**src/rtl/spec_carry_recovery_adder.sv**
```systemverilog
// spec_carry_recovery_adder: segmented carry-speculative adder that flags speculation errors
// and, in exact mode, spends one extra cycle replacing the result with the true sum.
module spec_carry_recovery_adder #(
   parameter int WIDTH = 16,
   parameter int BLK   = 4,
   parameter int CNT_W = 16
) (
   input  logic             clk,
   input  logic             rst_n,
   input  logic             in_valid,
   output logic             in_ready,
   input  logic [WIDTH-1:0] a,
   input  logic [WIDTH-1:0] b,
   input  logic             approx_en,
   output logic             out_valid,
   input  logic             out_ready,
   output logic [WIDTH-1:0] sum,
   output logic             cout,
   output logic             err,
   output logic [CNT_W-1:0] err_cnt
);
   localparam int NSEG = WIDTH / BLK;
   typedef enum logic [1:0] {IDLE, EVAL, FIX, HOLD} state_t;
   state_t state, state_nx;
   logic [WIDTH-1:0] a_q, b_q, spec_sum;
   logic             approx_q, err_det, fast;
   logic [WIDTH:0]   exact;
   logic [NSEG:0]    spec_c, exact_c;
   assign exact      = {1'b0, a_q} + {1'b0, b_q};
   assign spec_c[0]  = 1'b0;
   assign exact_c[0] = 1'b0;
   assign exact_c[NSEG] = exact[WIDTH];
   // spec_c[s] / exact_c[s] are the carries into segment s; index NSEG is the carry-out
   for (genvar s = 0; s < NSEG; s++) begin : g_seg
      logic [BLK-1:0] sa, sb, g, p;
      logic [BLK:0]   c;
      assign sa   = a_q[s*BLK +: BLK];
      assign sb   = b_q[s*BLK +: BLK];
      assign g    = sa & sb;
      assign p    = sa ^ sb;
      assign c[0] = 1'b0;
      for (genvar k = 0; k < BLK; k++) begin : g_bit
         assign c[k+1] = g[k] | (p[k] & c[k]);
      end
      assign spec_c[s+1] = c[BLK];
      assign spec_sum[s*BLK +: BLK] = sa + sb + {{(BLK-1){1'b0}}, spec_c[s]};
      if (s > 0) begin : g_exact
         assign exact_c[s] = exact[s*BLK] ^ a_q[s*BLK] ^ b_q[s*BLK];
      end
   end
   assign err_det = |(spec_c[NSEG:1] ^ exact_c[NSEG:1]);
   assign fast    = approx_q || !err_det;
   always_ff @(posedge clk) begin
      if (!rst_n) state <= IDLE;
      else        state <= state_nx;
   end
   always_comb begin
      state_nx = state;
      case (state)
         IDLE:    state_nx = in_valid ? EVAL : IDLE;
         EVAL:    state_nx = fast ? HOLD : FIX;
         FIX:     state_nx = HOLD;
         HOLD:    state_nx = (out_valid && out_ready) ? IDLE : HOLD;
         default: state_nx = IDLE;
      endcase
   end
   always_comb begin
      in_ready = (state == IDLE);
   end
   // out_valid lags HOLD entry by one cycle, giving latency 2 (fast) / 3 (recovery)
   always_ff @(posedge clk) begin
      if (!rst_n) begin
         a_q       <= '0;
         b_q       <= '0;
         approx_q  <= 1'b0;
         sum       <= '0;
         cout      <= 1'b0;
         err       <= 1'b0;
         err_cnt   <= '0;
         out_valid <= 1'b0;
      end else begin
         if (state == IDLE && in_valid) begin
            a_q      <= a;
            b_q      <= b;
            approx_q <= approx_en;
         end
         if (state == EVAL && fast) begin
            sum  <= spec_sum;
            cout <= spec_c[NSEG];
            err  <= err_det;
         end
         if (state == FIX) begin
            sum  <= exact[WIDTH-1:0];
            cout <= exact[WIDTH];
            err  <= 1'b1;
         end
         if (state == EVAL && err_det && !(&err_cnt)) err_cnt <= err_cnt + 1'b1;
         out_valid <= (state == HOLD) && !(out_valid && out_ready);
      end
   end
endmodule

```
**config.mk**
```make
export PLATFORM = sky130hd
export DESIGN_NAME = spec_carry_recovery_adder
export DESIGN_NICKNAME = d
export VERILOG_FILES = /design/src/rtl/spec_carry_recovery_adder.sv
export SDC_FILE = /design/constraint.sdc
export NUM_CORES = 1
export LEC_CHECK = 0
export CORE_ASPECT_RATIO = 2
export CORE_MARGIN = 2
export CORE_UTILIZATION = 40
export CTS_CLUSTER_DIAMETER = 200
export DETAILED_ROUTE_END_ITERATION = 8
export MAX_ROUTING_LAYER = met4
export PLACE_DENSITY = 0.63
export SYNTH_ARGS = -nofsm -noshare
export SYNTH_HDL_FRONTEND = slang
export SYNTH_SLANG_ARGS = --single-unit
```
**constraint.sdc**
```tcl
create_clock -name clk -period 6.55 [get_ports clk]
set_clock_uncertainty 0.05 [all_clocks]
set_input_delay 0.655 -clock clk [delete_from_list [all_inputs] [get_ports clk]]
set_output_delay 0.655 -clock clk [all_outputs]
set_load 0.05 [all_outputs]
```
==> key figures <==
Outcome
  – Status: finished clean

Placement
  – Port Buffers: 72
  – Hpwl dp: 8.00 mm
  – GP Congestion: 0.914

CTS
  – Clock latency on the worst-skew pair: 0.34 ns
  – H-tree depth: 3
  – # hold bufs at CTS: 0
  – Post-CTS sizing: 0
  – Clk root buf: clkbuf_16
  – Clk sink count: 70
  – Setup bufs post-CTS: 0
  – Num CTS Buffers: 9
  – Clock Path Buffers: 2
  – CTS tree: yes
  – Clock transition at the registers of the reported paths: 0.06 ns

Drt
  – WL per Instance: 15.8 µm
  – ANT nets after route: 0
  – DR vias/cell: 5.42
  – Detailed Route WL: 10.8 mm
  – Via count: 3693
  – Drt first pass iters: 4
  – First DRT Iteration DRCs: 247
  – Drt drc: 0

Final layout
  – Final net count: 603
  – Final core occ: 52.1%
  – Area Growth Syn to Fin: 27.7%
  – Share of cells above drive strength 1: 8.06%
  – Diode count: 0

Timing
  – Final TNS setup: 0 ns
  – WHS: 0.408 ns
  – Rel. slew slack: 20.1%
  – Post-route clock period utilization: 55.1%
  – Fmax: 277 MHz
  – Final hold vios: 0
  – Slew @ Worst Pin: 1.20 ns
  – Post-route minimum period: 3.61 ns
  – Final setup vio count: 0
  – Slew Viols, Final: 0
  – Unrepaired setup endpoints after global routing: false

Floorplanning
  – Initial Util: 40.8%
  – Die Area: 11100 µm²
  – Die H: 147 µm
  – Die width: 75.5 µm
  – Num rows: 52
  – Top Ports: 73
  – Core box area: 10000 µm²

Pwr
  – PwrDens: 294 nW/µm²
  – Combinational share of power: 27.8%
  – Clock share of power: 39.4%
  – Peak supply drop: 0.000231 V
  – P_int: 1.04 mW
  – Net Sw Frac: 32.4%
  – Switching power: 499 µW
  – Sequential share of power: 32.8%
  – Static Leak: 1.93 nW

Worst setup path
  – Flop-to-flop setup slack: 2.94 ns
  – Crit path max fanout: 14
  – R2R cell count: 10
  – CP startpoint: a_q[0]
  – Reg-to-Reg End: sum[0]
  – CP startpoint kind: register
  – Crit end category: register
  – Reg2reg start: a_q[0]
  – Crit path capture: sum[0]
  – Crit Path Class: register to register
  – Worst EP arrival: 3.74 ns
  – Critical Path RT: 6.68 ns

Logic synthesis
  – Mapped cell area: 4090 µm²
  – Post-synth ARST share: 0%
  – Distinct cells, synth: 64
  – Syn Nets: 544
  – Mapped Cells: 482
  – Synth Flop Type: dfxtp_1
  – Register bit total from synthesis: 70
  – Sequential fraction of the synthesis area: 34.3%
  – Syn Area/Cell: 8.49 µm²
  – Post-synth EDFFs: 0
  – Yosys warnings: 0

Hold path
  – WHS Path Cells: 2
  – Worst hold path class: register to register

GRT
  – Total gr overflow: 0
  – First-pass GRT wire length: 17.8 mm
  – GR Util All Layers: 21.5%
  – Initial antenna violation count: 0
  – Vias in the first global route: 3698
  – Largest net degree at the start of global routing: 60

Run
  – Max-Cap Viols: 0
-- cell usage after synthesis (2+ instances only) --
library cell / instances / share of area (%)
nand2_1: 86 / 7.9
dfxtp_1: 70 / 34
a21oi_1: 67 / 8.2
nor2_1: 26 / 2.4
clkbuf_1: 18 / 1.7
ha_1: 17 / 5.2
o21ai_0: 14 / 1.7
inv_1: 12 / 1.1
mux2i_1: 11 / 2.7
xnor2_1: 11 / 2.4
nand3_1: 9 / 1.1
fa_1: 8 / 3.9
nor3_1: 8 / 0.98
nand2b_1: 7 / 1.1
or3_1: 7 / 1.1
nand4_1: 6 / 0.92
xor2_1: 6 / 1.3
a211oi_2: 5 / 1.5
buf_6: 5 / 1.4
o211ai_1: 5 / 0.92
o21ai_1: 5 / 0.61
o22ai_1: 5 / 0.76
a211o_1: 4 / 0.86
a211oi_1: 4 / 0.73
a21o_1: 4 / 0.73
and2_1: 4 / 0.61
o31ai_1: 4 / 0.73
and3_1: 3 / 0.46
o21ai_2: 3 / 0.64
or4_1: 3 / 0.55
a211oi_4: 2 / 0.98
a31oi_1: 2 / 0.31
nand3b_1: 2 / 0.37
nor2b_1: 2 / 0.31
nor4_1: 2 / 0.31
nor4_4: 2 / 1.0
o211ai_2: 2 / 0.61
o21a_1: 2 / 0.37
o311ai_1: 2 / 0.43
o41ai_1: 2 / 0.43
xnor2_2: 2 / 0.80
-- cells by family (layout without fill, tap and decap cells) --
family,after synthesis,in the layout,synth area share [%]
buffers and inverters,38,102,4.44
multiplexers,11,11,2.69
flip-flops,70,70,34.3
AND/OR/NAND/NOR,174,174,20.6
adder cells (fa/ha/maj),25,25,9.12
AO/OA/AOI/OAI,144,144,23.9
XOR/XNOR,20,20,4.99
-- cell type report --
| type | instances | area, µm² |
|---|---|---|
| sequential | 70 | 1400 |
| multi-input combinational | 374 | 2510 |
| inverter | 13 | 48.8 |
| tap | 135 | 169 |
| fill | 1000 | 4790 |
| clock buffer | 9 | 225 |
| clock inverter | 7 | 145 |
| timing repair buffer | 73 | 728 |
-- through the flow --
step,std cells,power [mW],area [µm²],worst slack [ns]
floorplan,482,0.819,4090,3.46
global placement,665,0.933,4850,3.09
detailed placement,665,0.941,4850,2.96
CTS,681,1.55,5230,2.91
global route,681,1.61,5230,2.67
finish,681,1.54,5230,2.94
-- per-layer routing --
layer  vias to the layer above  global-route usage [%]  routed length, µm
met5                         -                       -                  0
li1                       1837                       -                  -
met2                       101                    36.0               5710
met1                      1732                    23.8               4150
met4                         0                    9.82                404
met3                        23                    3.98                515
-- registers in the layout, indices dropped and copies added (netlist names) --
signal     flops
sum           16
err_cnt       16
state          2
out_valid      1
a_q           16
b_q           16
approx_q       1
err            1
cout           1
-- power groups by stage --
stage | registers, mW | clock network [mW] | logic (mW)
floorplan | 0.567 | 0 | 0.252
global placement | 0.513 | 0 | 0.420
detailed placement | 0.514 | 0 | 0.427
CTS | 0.505 | 0.614 | 0.431
global route | 0.509 | 0.633 | 0.464
finish | 0.504 | 0.607 | 0.427
-- worst max-delay path, stage by stage (launching register included) --
cell and delay [ns]:
dfxtp_1 0.31, ha_1 0.23, fa_1 0.44, fa_1 0.42, a21oi_2 0.21, xnor2_1 0.16
xnor3_1 0.26, nand3b_2 0.24, o31ai_4 0.77, mux2i_1 0.27, nor2_1 0.06
-- cell usage in the layout, fill, tap and decap left out, drive strengths merged, types with 3 or more instances in the layout --
cell / netlist / layout
o31ai: 5 / 5
a211oi: 11 / 11
clkbuf: 18 / 9
o22ai: 5 / 5
nand2b: 7 / 7
xor2: 6 / 6
nand2: 86 / 86
nand3: 9 / 9
ha: 17 / 17
nor3: 8 / 8
nor4: 4 / 4
or3: 8 / 8
a21o: 5 / 5
o311ai: 3 / 3
nand4: 6 / 6
dfxtp: 70 / 70
xnor2: 13 / 13
and2: 4 / 4
inv: 13 / 14
a21oi: 68 / 68
fa: 8 / 8
a211o: 4 / 4
or4: 3 / 3
o211ai: 7 / 7
nor2: 26 / 26
and3: 3 / 3
bufinv: 0 / 4
nand3b: 3 / 3
clkdlybuf4s50: 0 / 72
mux2i: 11 / 11
o21ai: 22 / 22
-- how the worst min path moves through the flow --
stage	start	to	slack, ns
after floorplan	b_q[0]	b_q[0]	0.39
after global placement	b_q[6]	b_q[6]	0.40
after detailed placement	a_q[15]	a_q[15]	0.41
after CTS	a_q[15]	a_q[15]	0.41
after global routing	a_q[15]	a_q[15]	0.43
final	b_q[0]	b_q[0]	0.41
Note: power is estimated with default switching activity, not from simulation.
